$ cat config.mk
export PLATFORM = sky130hd
export DESIGN_NAME = angle_positioner
export DESIGN_NICKNAME = d
export VERILOG_FILES = /design/src/rtl/bpv_pkg.sv /design/src/rtl/step_pulse_gen.sv /design/src/rtl/angle_positioner.sv
export SDC_FILE = /design/constraint.sdc
export NUM_CORES = 1
export LEC_CHECK = 0
export CELL_PAD_IN_SITES_DETAIL_PLACEMENT = 0
export CELL_PAD_IN_SITES_GLOBAL_PLACEMENT = 1
export CORE_AREA = 10 10 88 90
export CTS_CLUSTER_DIAMETER = 150
export CTS_CLUSTER_SIZE = 10
export DETAILED_ROUTE_END_ITERATION = 12
export DIE_AREA = 0 0 98 100
export DONT_BUFFER_PORTS = 1
export PLACE_DENSITY = 0.73
export RECOVER_POWER = 25
export SLEW_MARGIN = 0
export SYNTH_ARGS = -nofsm -noshare
export SYNTH_HDL_FRONTEND = slang
export SYNTH_SLANG_ARGS = --single-unit
$ cat constraint.sdc
create_clock -name clk -period 3.3 [get_ports clk]
set_input_delay 0 -clock clk [delete_from_list [all_inputs] [get_ports clk]]
set_output_delay 0 -clock clk [all_outputs]
set_load 0.02 [all_outputs]
$ cat src/rtl/bpv_pkg.sv
// rtl/bpv_pkg.sv - shared types and constants for the angle positioner
//
// Holds the angle-code width and type, and the positioner state encoding.
// No ports.

package bpv_pkg;

  localparam int ANGLE_W = 5;

  typedef logic [ANGLE_W-1:0] angle_t;

  typedef enum logic [2:0] {
    PS_IDLE,
    PS_MOVE,
    PS_REFL,
    PS_SETTLE,
    PS_DONE
  } pos_state_t;

endpackage

$ cat src/rtl/step_pulse_gen.sv
// rtl/step_pulse_gen.sv - step pulse train generator for one angle unit at a time
//
// While en is high, produces step pulses STEP_DIV cycles high then
// STEP_DIV cycles low, starting high on the first enabled edge.
// unit_done strobes during the last cycle of the STEPS_PER_UNIT-th low
// phase, so the consumer can update its position on that same edge.
//
// Ports:
//   clk        in   system clock
//   res_n      in   synchronous active-low reset
//   en         in   run request; dropping it clears the generator at once
//   step       out  registered step pulse
//   unit_done  out  one-cycle strobe, last cycle of a complete unit

module step_pulse_gen #(
  parameter int STEP_DIV       = 1000,
  parameter int STEPS_PER_UNIT = 4
) (
  input  logic clk,
  input  logic res_n,
  input  logic en,
  output logic step,
  output logic unit_done
);

  localparam int DIV_W   = $clog2(STEP_DIV + 1);
  localparam int PULSE_W = $clog2(STEPS_PER_UNIT + 1);

  logic               run;
  logic [DIV_W-1:0]   div_cnt;
  logic [PULSE_W-1:0] pulse_cnt;
  logic               phase_end;
  logic               last_pulse;

  assign phase_end  = (div_cnt == DIV_W'(STEP_DIV - 1));
  assign last_pulse = (pulse_cnt == PULSE_W'(STEPS_PER_UNIT - 1));
  // Depends only on registered state so the top can use it to decide
  // whether to keep en asserted without forming a loop.
  assign unit_done  = run && !step && phase_end && last_pulse;

  always_ff @(posedge clk) begin
    if (!res_n || !en) begin
      run       <= 1'b0;
      step      <= 1'b0;
      div_cnt   <= '0;
      pulse_cnt <= '0;
    end else if (!run) begin
      // First enabled edge starts the first high phase immediately.
      run       <= 1'b1;
      step      <= 1'b1;
      div_cnt   <= '0;
      pulse_cnt <= '0;
    end else if (phase_end) begin
      div_cnt <= '0;
      step    <= !step;
      if (!step) begin
        pulse_cnt <= last_pulse ? '0 : pulse_cnt + PULSE_W'(1);
      end
    end else begin
      div_cnt <= div_cnt + DIV_W'(1);
    end
  end

endmodule

$ cat src/rtl/angle_positioner.sv
// rtl/angle_positioner.sv - drives panel angle via step/dir, then reflector, then reports done
//
// Accepts a committed angle/reflector command, steps the motor until the
// tracked position equals the (clamped) target, changes the reflector if
// needed and waits for it to settle, then pulses done.
//
// Ports:
//   clk         in   system clock
//   res_n       in   synchronous active-low reset (also the home position)
//   cmd_load    in   one-cycle command strobe, accepted only when idle
//   angle_tgt   in   target angle code
//   refl_tgt    in   target reflector state
//   step        out  stepper step pulse
//   dir         out  1 = increasing angle
//   refl_drive  out  reflector actuator drive
//   pos         out  tracked angle code
//   busy        out  command in progress
//   done        out  one-cycle completion pulse
//   clamp_err   out  sticky: last accepted target exceeded ANGLE_MAX

module angle_positioner
  import bpv_pkg::*;
#(
  parameter int STEPS_PER_UNIT = 4,
  parameter int STEP_DIV       = 1000,
  parameter int REFL_SETTLE    = 5000,
  parameter int ANGLE_MAX      = 24
) (
  input  logic               clk,
  input  logic               res_n,
  input  logic               cmd_load,
  input  logic [ANGLE_W-1:0] angle_tgt,
  input  logic               refl_tgt,
  output logic               step,
  output logic               dir,
  output logic               refl_drive,
  output logic [ANGLE_W-1:0] pos,
  output logic               busy,
  output logic               done,
  output logic               clamp_err
);

  localparam int     CNT_MAX     = (STEP_DIV > REFL_SETTLE) ? STEP_DIV : REFL_SETTLE;
  localparam int     CNT_W       = $clog2(CNT_MAX + 1);
  localparam angle_t ANGLE_LIMIT = angle_t'(ANGLE_MAX);

  pos_state_t       state;
  pos_state_t       state_nxt;
  angle_t           tgt;
  angle_t           tgt_in;
  angle_t           pos_step;
  logic             refl_lat;
  logic [CNT_W-1:0] settle_cnt;
  logic             gen_en;
  logic             unit_done;

  // Generator runs exactly while the FSM is (about to be) in MOVE, so the
  // first pulse starts on the accepting edge and step drops on the edge
  // that reaches the target.
  step_pulse_gen #(
    .STEP_DIV       (STEP_DIV),
    .STEPS_PER_UNIT (STEPS_PER_UNIT)
  ) u_step_gen (
    .clk       (clk),
    .res_n     (res_n),
    .en        (gen_en),
    .step      (step),
    .unit_done (unit_done)
  );

  always_ff @(posedge clk) begin
    if (!res_n) begin
      state <= PS_IDLE;
    end else begin
      state <= state_nxt;
    end
  end

  always_comb begin
    state_nxt = state;
    tgt_in    = (angle_tgt > ANGLE_LIMIT) ? ANGLE_LIMIT : angle_tgt;
    pos_step  = dir ? pos + angle_t'(1) : pos - angle_t'(1);
    case (state)
      PS_IDLE: begin
        if (cmd_load) begin
          state_nxt = (tgt_in != pos) ? PS_MOVE : PS_REFL;
        end
      end
      PS_MOVE: begin
        if (unit_done && (pos_step == tgt)) begin
          state_nxt = PS_REFL;
        end
      end
      PS_REFL:   state_nxt = (refl_lat != refl_drive) ? PS_SETTLE : PS_DONE;
      PS_SETTLE: begin
        if (settle_cnt == '0) begin
          state_nxt = PS_DONE;
        end
      end
      PS_DONE:   state_nxt = PS_IDLE;
      default:   state_nxt = PS_IDLE;
    endcase
    gen_en = (state_nxt == PS_MOVE);
  end

  always_ff @(posedge clk) begin
    if (!res_n) begin
      tgt        <= '0;
      refl_lat   <= 1'b0;
      settle_cnt <= '0;
      dir        <= 1'b0;
      refl_drive <= 1'b0;
      pos        <= '0;
      busy       <= 1'b0;
      done       <= 1'b0;
      clamp_err  <= 1'b0;
    end else begin
      // done is visible the cycle after DONE, together with busy falling.
      done <= (state == PS_DONE);
      case (state)
        PS_IDLE: begin
          if (cmd_load) begin
            tgt       <= tgt_in;
            refl_lat  <= refl_tgt;
            busy      <= 1'b1;
            clamp_err <= (angle_tgt > ANGLE_LIMIT);
            dir       <= (tgt_in > pos);
          end
        end
        PS_MOVE: begin
          if (unit_done) begin
            pos <= pos_step;
          end
        end
        PS_REFL: begin
          if (refl_lat != refl_drive) begin
            refl_drive <= refl_lat;
            settle_cnt <= CNT_W'(REFL_SETTLE);
          end
        end
        PS_SETTLE: begin
          if (settle_cnt != '0) begin
            settle_cnt <= settle_cnt - CNT_W'(1);
          end
        end
        PS_DONE: busy <= 1'b0;
        default: ;
      endcase
    end
  end

endmodule

* Word level (Yosys, flattened, before mapping)
Cells that the tools add are included.
** Word-level totals
- Register bits :: 47
- Output and inout bits :: 11
** Operators by class
- Add/sub/neg operators :: 5
- Order comparisons :: 2
- Eq/ne operators :: 14
- Muxes and demuxes :: 17
- Bitwise operators :: 2
- Reduce and logical (&&, ||, !) cells :: 21
** Operator list (count)
- $mux 13 :: 2
- $pmux 13 s2 :: 1
- $mux 3 :: 5
- $logic_not 13->1 :: 1
- $reduce_bool 13->1 :: 1
- $sub 13x1->13 const B :: 1
- $pmux 3 s4 :: 1
- $add 10x1->10 const B :: 1
- $eq 10x10->1 const B :: 1
- $mux 5 :: 2
- $reduce_and 2->1 :: 5
- $eq 3x2->1 const B :: 3
- $ne 2x2->1 const B :: 4
- $eq 3x1->1 const B :: 2
- $add 5x1->5 const B :: 1
- $eq 5x5->1 :: 1
- $gt 5x5->1 :: 1
- $gt 5x5->1 const B :: 1
- $ne 5x5->1 :: 1
- $sub 5x1->5 const B :: 1
- $logic_and 1x1->1 :: 4
- $mux 1 :: 4
- $reduce_bool 2->1 :: 2
- $add 3x1->3 const B :: 1
- 11 further kinds :: 14

* Logic depth before layout (Yosys ltp)
- Depth in word-level cells :: 11
- Mapped depth :: 8

* Hierarchy
Synthesis repeated with hierarchy kept, for this count alone.
** Second synthesis, totals
- Cell total of the unflattened synthesis :: 287
- Area, all modules :: 2452.4 um^2
** Modules (own cells, without submodules)
- angle_positioner :: instances 1, cells each 218, area each 1810.5 um^2
- step_pulse_gen :: instances 1, cells each 69, area each 641.9 um^2

* Worst setup path before layout
OpenSTA, ideal clock, no wires.
- Kind :: flip-flop to flip-flop
- Start :: register pos[0]
- End :: register state[0]
- Library setup time :: 140 ps
- Arrival time :: 2226 ps
- Required time :: 3160 ps
- Setup slack :: 934 ps
- Cell stages (with the launch flop) :: 8
- Buffers on the path :: 0
- Period minus slack after synthesis :: 2366 ps
- Path through :: dfxtp_1 -> inv_1 -> fa_1 -> nand2b_1 -> o2bb2ai_1 -> xnor3_1 -> o41ai_1 -> a31oi_1
** Between the ends
- Longest elaborated chain between the ends :: 6
** Ends and longest elaborated chain
- from (decl) :: RTL line angle_positioner.sv:37 : output logic [ANGLE_W-1:0] pos,
- from (signal assigned) :: RTL line angle_positioner.sv:132 : pos <= pos_step;
- $sub 5x1->5 or $add 5x1->5 (tied branches) :: RTL line angle_positioner.sv:82 : pos_step = dir ? pos + angle_t'(1) : pos - angle_t'(1);
- $mux 5 * :: RTL line angle_positioner.sv:82
- net pos_step[0] :: RTL line angle_positioner.sv:51 : angle_t pos_step;
- $eq 5x5->1 * :: RTL line angle_positioner.sv:90 : if (unit_done && (pos_step == tgt)) begin
- $logic_and 1x1->1 * :: RTL line angle_positioner.sv:90
- $mux 3 * :: RTL line angle_positioner.sv:90
- $pmux 3 s4 * :: RTL line angle_positioner.sv:83 : case (state)
- to (signal assigned) :: RTL line angle_positioner.sv:75 : state <= state_nxt;
- to (decl) :: RTL line angle_positioner.sv:47 : pos_state_t state;
The timed path passes the listed nets; every way through them passes the cells marked *.
A chain may end at the register's enable or synchronous reset.

* Worst setup path in the final report
- Start :: register u_step_gen.div_cnt[0]
- End :: register u_step_gen.pulse_cnt[1]
** Between the ends
- Longest elaborated chain between the ends :: 10
** Ends and longest elaborated chain
- from (decl) :: RTL line step_pulse_gen.sv:30 : logic [DIV_W-1:0] div_cnt;
- from (signal assigned) :: RTL line step_pulse_gen.sv:60 : div_cnt <= div_cnt + DIV_W'(1);
- $eq 10x10->1 * :: RTL line step_pulse_gen.sv:35 : assign phase_end = (div_cnt == DIV_W'(STEP_DIV - 1));
- $logic_and 1x1->1 (2 in a row) :: RTL line step_pulse_gen.sv:39 : assign unit_done = run && !step && phase_end && last_pulse;
- $logic_and 1x1->1 :: RTL line angle_positioner.sv:90
- $mux 3 :: RTL line angle_positioner.sv:90
- $pmux 3 s4 :: RTL line angle_positioner.sv:83
- $eq 3x1->1 :: RTL line angle_positioner.sv:103 : gen_en = (state_nxt == PS_MOVE);
- $logic_not 1->1 :: RTL line step_pulse_gen.sv:42 : if (!res_n || !en) begin
- $logic_or 1x1->1 :: RTL line step_pulse_gen.sv:42
- $reduce_or 2->1 (no source line)
- to (signal assigned) :: RTL line step_pulse_gen.sv:57 : pulse_cnt <= last_pulse ? '0 : pulse_cnt + PULSE_W'(1);
- to (decl) :: RTL line step_pulse_gen.sv:31 : logic [PULSE_W-1:0] pulse_cnt;
Mark *: on every way between the ends. The rest lies on a longest branch, timed or not.

==> run_summary.xml <==
<?xml version="1.0" encoding="UTF-8"?>
<metrics>
  <group name="route">
    <metric name="drt-initial-drc-count" unit="">60</metric>
    <metric name="wl_per_cell" unit="µm">13.8</metric>
    <metric name="post-route-drc-count" unit="">0</metric>
    <metric name="antenna_violating_nets_post_route" unit="">0</metric>
    <metric name="routed-via-count" unit="">1937</metric>
    <metric name="vias_per_cell" unit="">5.21</metric>
    <metric name="dr.pass1.iters" unit="">4</metric>
    <metric name="detail_route.wirelength" unit="mm">5.12</metric>
  </group>
  <group name="worst_setup_path">
    <metric name="critPathCaptureType" unit="">flip-flop</metric>
    <metric name="worst_ep_required_time" unit="ns">3.50</metric>
    <metric name="critical_path.slowest_cell" unit="">or4_1</metric>
    <metric name="worst_path_largest_cell_delay" unit="ns">0.68</metric>
    <metric name="critPathKind" unit="">reg -&gt; reg</metric>
    <metric name="critical_path.max_fanout" unit="">9</metric>
    <metric name="cpMostUsedCell" unit="">or4_1</metric>
    <metric name="critical_path.startpoint_type" unit="">flip-flop</metric>
    <metric name="crit_arrival" unit="ns">2.77</metric>
    <metric name="crit_chain" unit="">ha_1, nand2_1, or4_1, or4_1, o31ai_2, nor3b_1</metric>
  </group>
  <group name="synthesis">
    <metric name="synth-seq-cells" unit="">47</metric>
    <metric name="syn_inst" unit="">284</metric>
    <metric name="synth.top_cells.by_count" unit="">47 x dfxtp_1, 33 x nor2_1, 28 x a21oi_1</metric>
    <metric name="synth-main-ff-cell" unit="">dfxtp_1</metric>
    <metric name="yosysMostFrequentCell" unit="">dfxtp_1</metric>
    <metric name="synth_sequential_area_ratio" unit="%">39.2</metric>
    <metric name="yosysTopAreaCell" unit="">dfxtp_1</metric>
    <metric name="synthesis.yosys.warnings" unit="">0</metric>
    <metric name="synth_cell_type_count" unit="">43</metric>
    <metric name="ys_top_cells_by_area" unit="">dfxtp_1 39%, xnor2_1 6.9%, a21oi_1 5.8%</metric>
    <metric name="synth_area" unit="µm²">2400</metric>
    <metric name="synth.net_count" unit="">305</metric>
    <metric name="fraction_of_synthesis_flops_using_an_asynchronous_set_or_reset_pin" unit="%">0</metric>
    <metric name="post-synth-top-area-fraction" unit="%">39.2</metric>
    <metric name="synth-edff-count" unit="">0</metric>
    <metric name="synth.avg_cell_area" unit="µm²">8.45</metric>
  </group>
  <group name="clock_tree">
    <metric name="clock_tree.htree_level_count" unit="">2</metric>
    <metric name="postcts_setup_bufs" unit="">0</metric>
    <metric name="tritoncts" unit="">done</metric>
    <metric name="cts_root_buffer" unit="">clkbuf_8</metric>
    <metric name="tritoncts.num_buffers" unit="">5</metric>
    <metric name="postCtsHoldBufs" unit="">8</metric>
    <metric name="clock_insertion_delay_worst_skew" unit="ns">0.31</metric>
    <metric name="clock_sink_count" unit="">47</metric>
    <metric name="buffers_from_clock_root_to_sink_at_most" unit="">2</metric>
    <metric name="reg_clk_slew_reported_paths" unit="ns">0.10</metric>
    <metric name="postCtsResizedCells" unit="">0</metric>
  </group>
  <group name="timing">
    <metric name="setup_viol" unit="">0</metric>
    <metric name="final.setup.tns" unit="ns">0</metric>
    <metric name="min_period_over_period" unit="%">78.1</metric>
    <metric name="unrepaired_setup_endpoints_after_global_routing" unit="">false</metric>
    <metric name="max_slew.worst_pin.slew" unit="ns">0.739</metric>
    <metric name="final_period_minus_worst_setup_slack" unit="ns">2.58</metric>
    <metric name="hold_viol_final" unit="">0</metric>
    <metric name="max_slew_margin" unit="%">50.7</metric>
    <metric name="maxClockFrequency" unit="MHz">388</metric>
    <metric name="timing.hold.ws" unit="ns">0.0169</metric>
    <metric name="skew" unit="ns">0.0106</metric>
    <metric name="report.final.slew_viol_count" unit="">0</metric>
  </group>
  <group name="finish">
    <metric name="num-fill-cells" unit="">597</metric>
    <metric name="layout-area-overhead-vs-synth" unit="%">10.6</metric>
    <metric name="finish.cell_count_without_fillers" unit="">372</metric>
    <metric name="n_antenna_cell" unit="">0</metric>
    <metric name="multi_input_area" unit="µm²">1380</metric>
    <metric name="drive_above_1_share" unit="%">5.08</metric>
    <metric name="area.sequential" unit="µm²">941</metric>
    <metric name="num-nets-final" unit="">315</metric>
  </group>
  <group name="global_routing">
    <metric name="grt_start_max_net_pins" unit="">23</metric>
    <metric name="grt_pass1_vias" unit="">1902</metric>
    <metric name="grt_antenna_before_repair" unit="">0</metric>
    <metric name="globalRouteOverflowTotal" unit="">0</metric>
    <metric name="grt_first_pass_wirelength" unit="mm">8.78</metric>
    <metric name="grtUsageTotal" unit="%">10.6</metric>
  </group>
  <group name="run">
    <metric name="max_cap_viol_count" unit="">0</metric>
  </group>
  <group name="placement">
    <metric name="gp_congestion" unit="">0.786</metric>
    <metric name="portBuffers" unit="">0</metric>
    <metric name="dp_hpwl" unit="mm">3.71</metric>
    <metric name="place.detailed.instances" unit="">356</metric>
  </group>
  <group name="floorplan">
    <metric name="die_x" unit="µm">98</metric>
    <metric name="top_level_ports" unit="">20</metric>
    <metric name="initial_core_util" unit="%">39.1</metric>
    <metric name="placementRows" unit="">29</metric>
    <metric name="die_height" unit="µm">100</metric>
    <metric name="floorplan.die_area" unit="µm²">9800</metric>
    <metric name="coreArea" unit="µm²">6130</metric>
  </group>
  <group name="power_and_ir_drop">
    <metric name="seq_power_share" unit="%">56.4</metric>
    <metric name="netSwitchingFraction" unit="%">27.2</metric>
    <metric name="power_per_cell_area" unit="nW/µm²">402</metric>
    <metric name="clkPwrFrac" unit="%">34.1</metric>
    <metric name="power_report.internal_total" unit="µW">776</metric>
    <metric name="switching_power" unit="µW">291</metric>
    <metric name="share_comb_of_total_power" unit="%">9.5</metric>
    <metric name="worst_ir_drop_vdd" unit="µV">234</metric>
    <metric name="static_power_due_to_leakage" unit="µW">0.000957</metric>
  </group>
  <group name="worst_hold_path">
    <metric name="worstHoldPathType" unit="">in -&gt; reg</metric>
  </group>
  <group name="status">
    <metric name="outcome" unit="">finished, final reports clean</metric>
  </group>
</metrics>
-- final timing paths --
| kind | start | endpoint | slack [ns] | depth (start not counted) |
|---|---|---|---|---|
| setup / recovery | u_step_gen.div_cnt[0] | u_step_gen.pulse_cnt[1] | 0.72 | 6 |
| hold / removal | cmd_load | tgt[4] | 0.02 | 4 |
| hold reg to reg | u_step_gen.div_cnt[0] | u_step_gen.div_cnt[0] | 0.46 | 1 |
| setup reg to reg | u_step_gen.div_cnt[0] | u_step_gen.pulse_cnt[1] | 0.72 | 6 |
-- cells by family after synthesis --
| family | count (synthesis) | synth area share [%] |
|---|---|---|
| AND/OR/NAND/NOR | 119 | 24.7 |
| AO/OA/AOI/OAI | 53 | 13.7 |
| flip-flops | 47 | 39.2 |
| XOR/XNOR | 29 | 11.2 |
| buffers and inverters | 21 | 3.39 |
| adder cells (fa/ha/maj) | 12 | 6.57 |
| multiplexers | 3 | 1.25 |
-- through the flow --
stage          util, %  area (µm²)  setup slack, ns  power (µW)
6_report          43.3        2650            0.723        1070
3_3_place_gp      40.5        2490            0.821         707
3_5_place_dp      40.5        2490            0.754         707
2_1_floorplan        -        2400            0.934         687
4_1_cts           43.3        2660            0.741        1080
5_1_grt           43.3        2650            0.585        1120
-- final cells by class --
class | count | share of cell area, %
timing repair buffer | 11 | 3.72
tap | 77 | 3.63
inverter | 13 | 1.84
sequential | 47 | 35.5
multi-input combinational | 216 | 51.9
clock inverter | 3 | 0.849
clock buffer | 5 | 2.59
-- per-layer routing --
layer / GRT usage (%) / routed length [µm]
met5: 0 / 0
met4: 3.91 / 82
met3: 3.23 / 222
met2: 17.2 / 2310
met1: 13.0 / 2500
-- state kept, by name (all words and copies together), names as in the netlist --
| register | flops |
|---|---|
| busy | 1 |
| clamp_err | 1 |
| dir | 1 |
| done | 1 |
| pos | 5 |
| refl_drive | 1 |
| refl_lat | 1 |
| settle_cnt | 13 |
| state | 3 |
| tgt | 5 |
| u_step_gen.div_cnt | 10 |
| u_step_gen.pulse_cnt | 3 |
| u_step_gen.run | 1 |
| u_step_gen.step | 1 |
-- power by group through the flow --
| stage | logic (µW) | clock network, µW | registers (µW) |
|---|---|---|---|
| final | 102 | 363 | 602 |
| after global routing | 116 | 398 | 605 |
| after CTS | 102 | 380 | 602 |
| after detailed placement | 92.0 | 0 | 615 |
| after global placement | 91.6 | 0 | 616 |
| after floorplan | 79.9 | 0 | 607 |
-- cell usage in the layout (no fill, tap or decap), types with 2 or more instances in the layout --
cell,netlist,layout
nand2b_1,9,9
nor3b_1,3,3
and2_1,3,3
xor2_1,9,9
or4_1,3,3
dlygate4sd3_1,0,8
a2111oi_0,2,2
dfxtp_1,47,47
mux2i_1,3,3
buf_4,0,2
nand4_1,3,3
a21oi_1,28,28
or3_1,5,5
ha_1,11,11
nor3_1,5,5
nor2b_1,3,3
nand2_1,27,27
nor4_1,5,5
o211ai_1,4,4
xnor2_1,19,19
o21ai_0,7,7
and3_1,5,5
inv_1,13,13
nand3_1,11,11
nor2_1,33,33
clkbuf_8,0,5
-- critical path, delay by kind of cell (launching register included) --
family	cells	cell delay [ns]
AOI/OAI and AO/OA	1	0.38
and+or+nand+nor	4	1.49
adders and majority gates	1	0.22
DFF	1	0.37
Power figures use the tool's default switching activity.
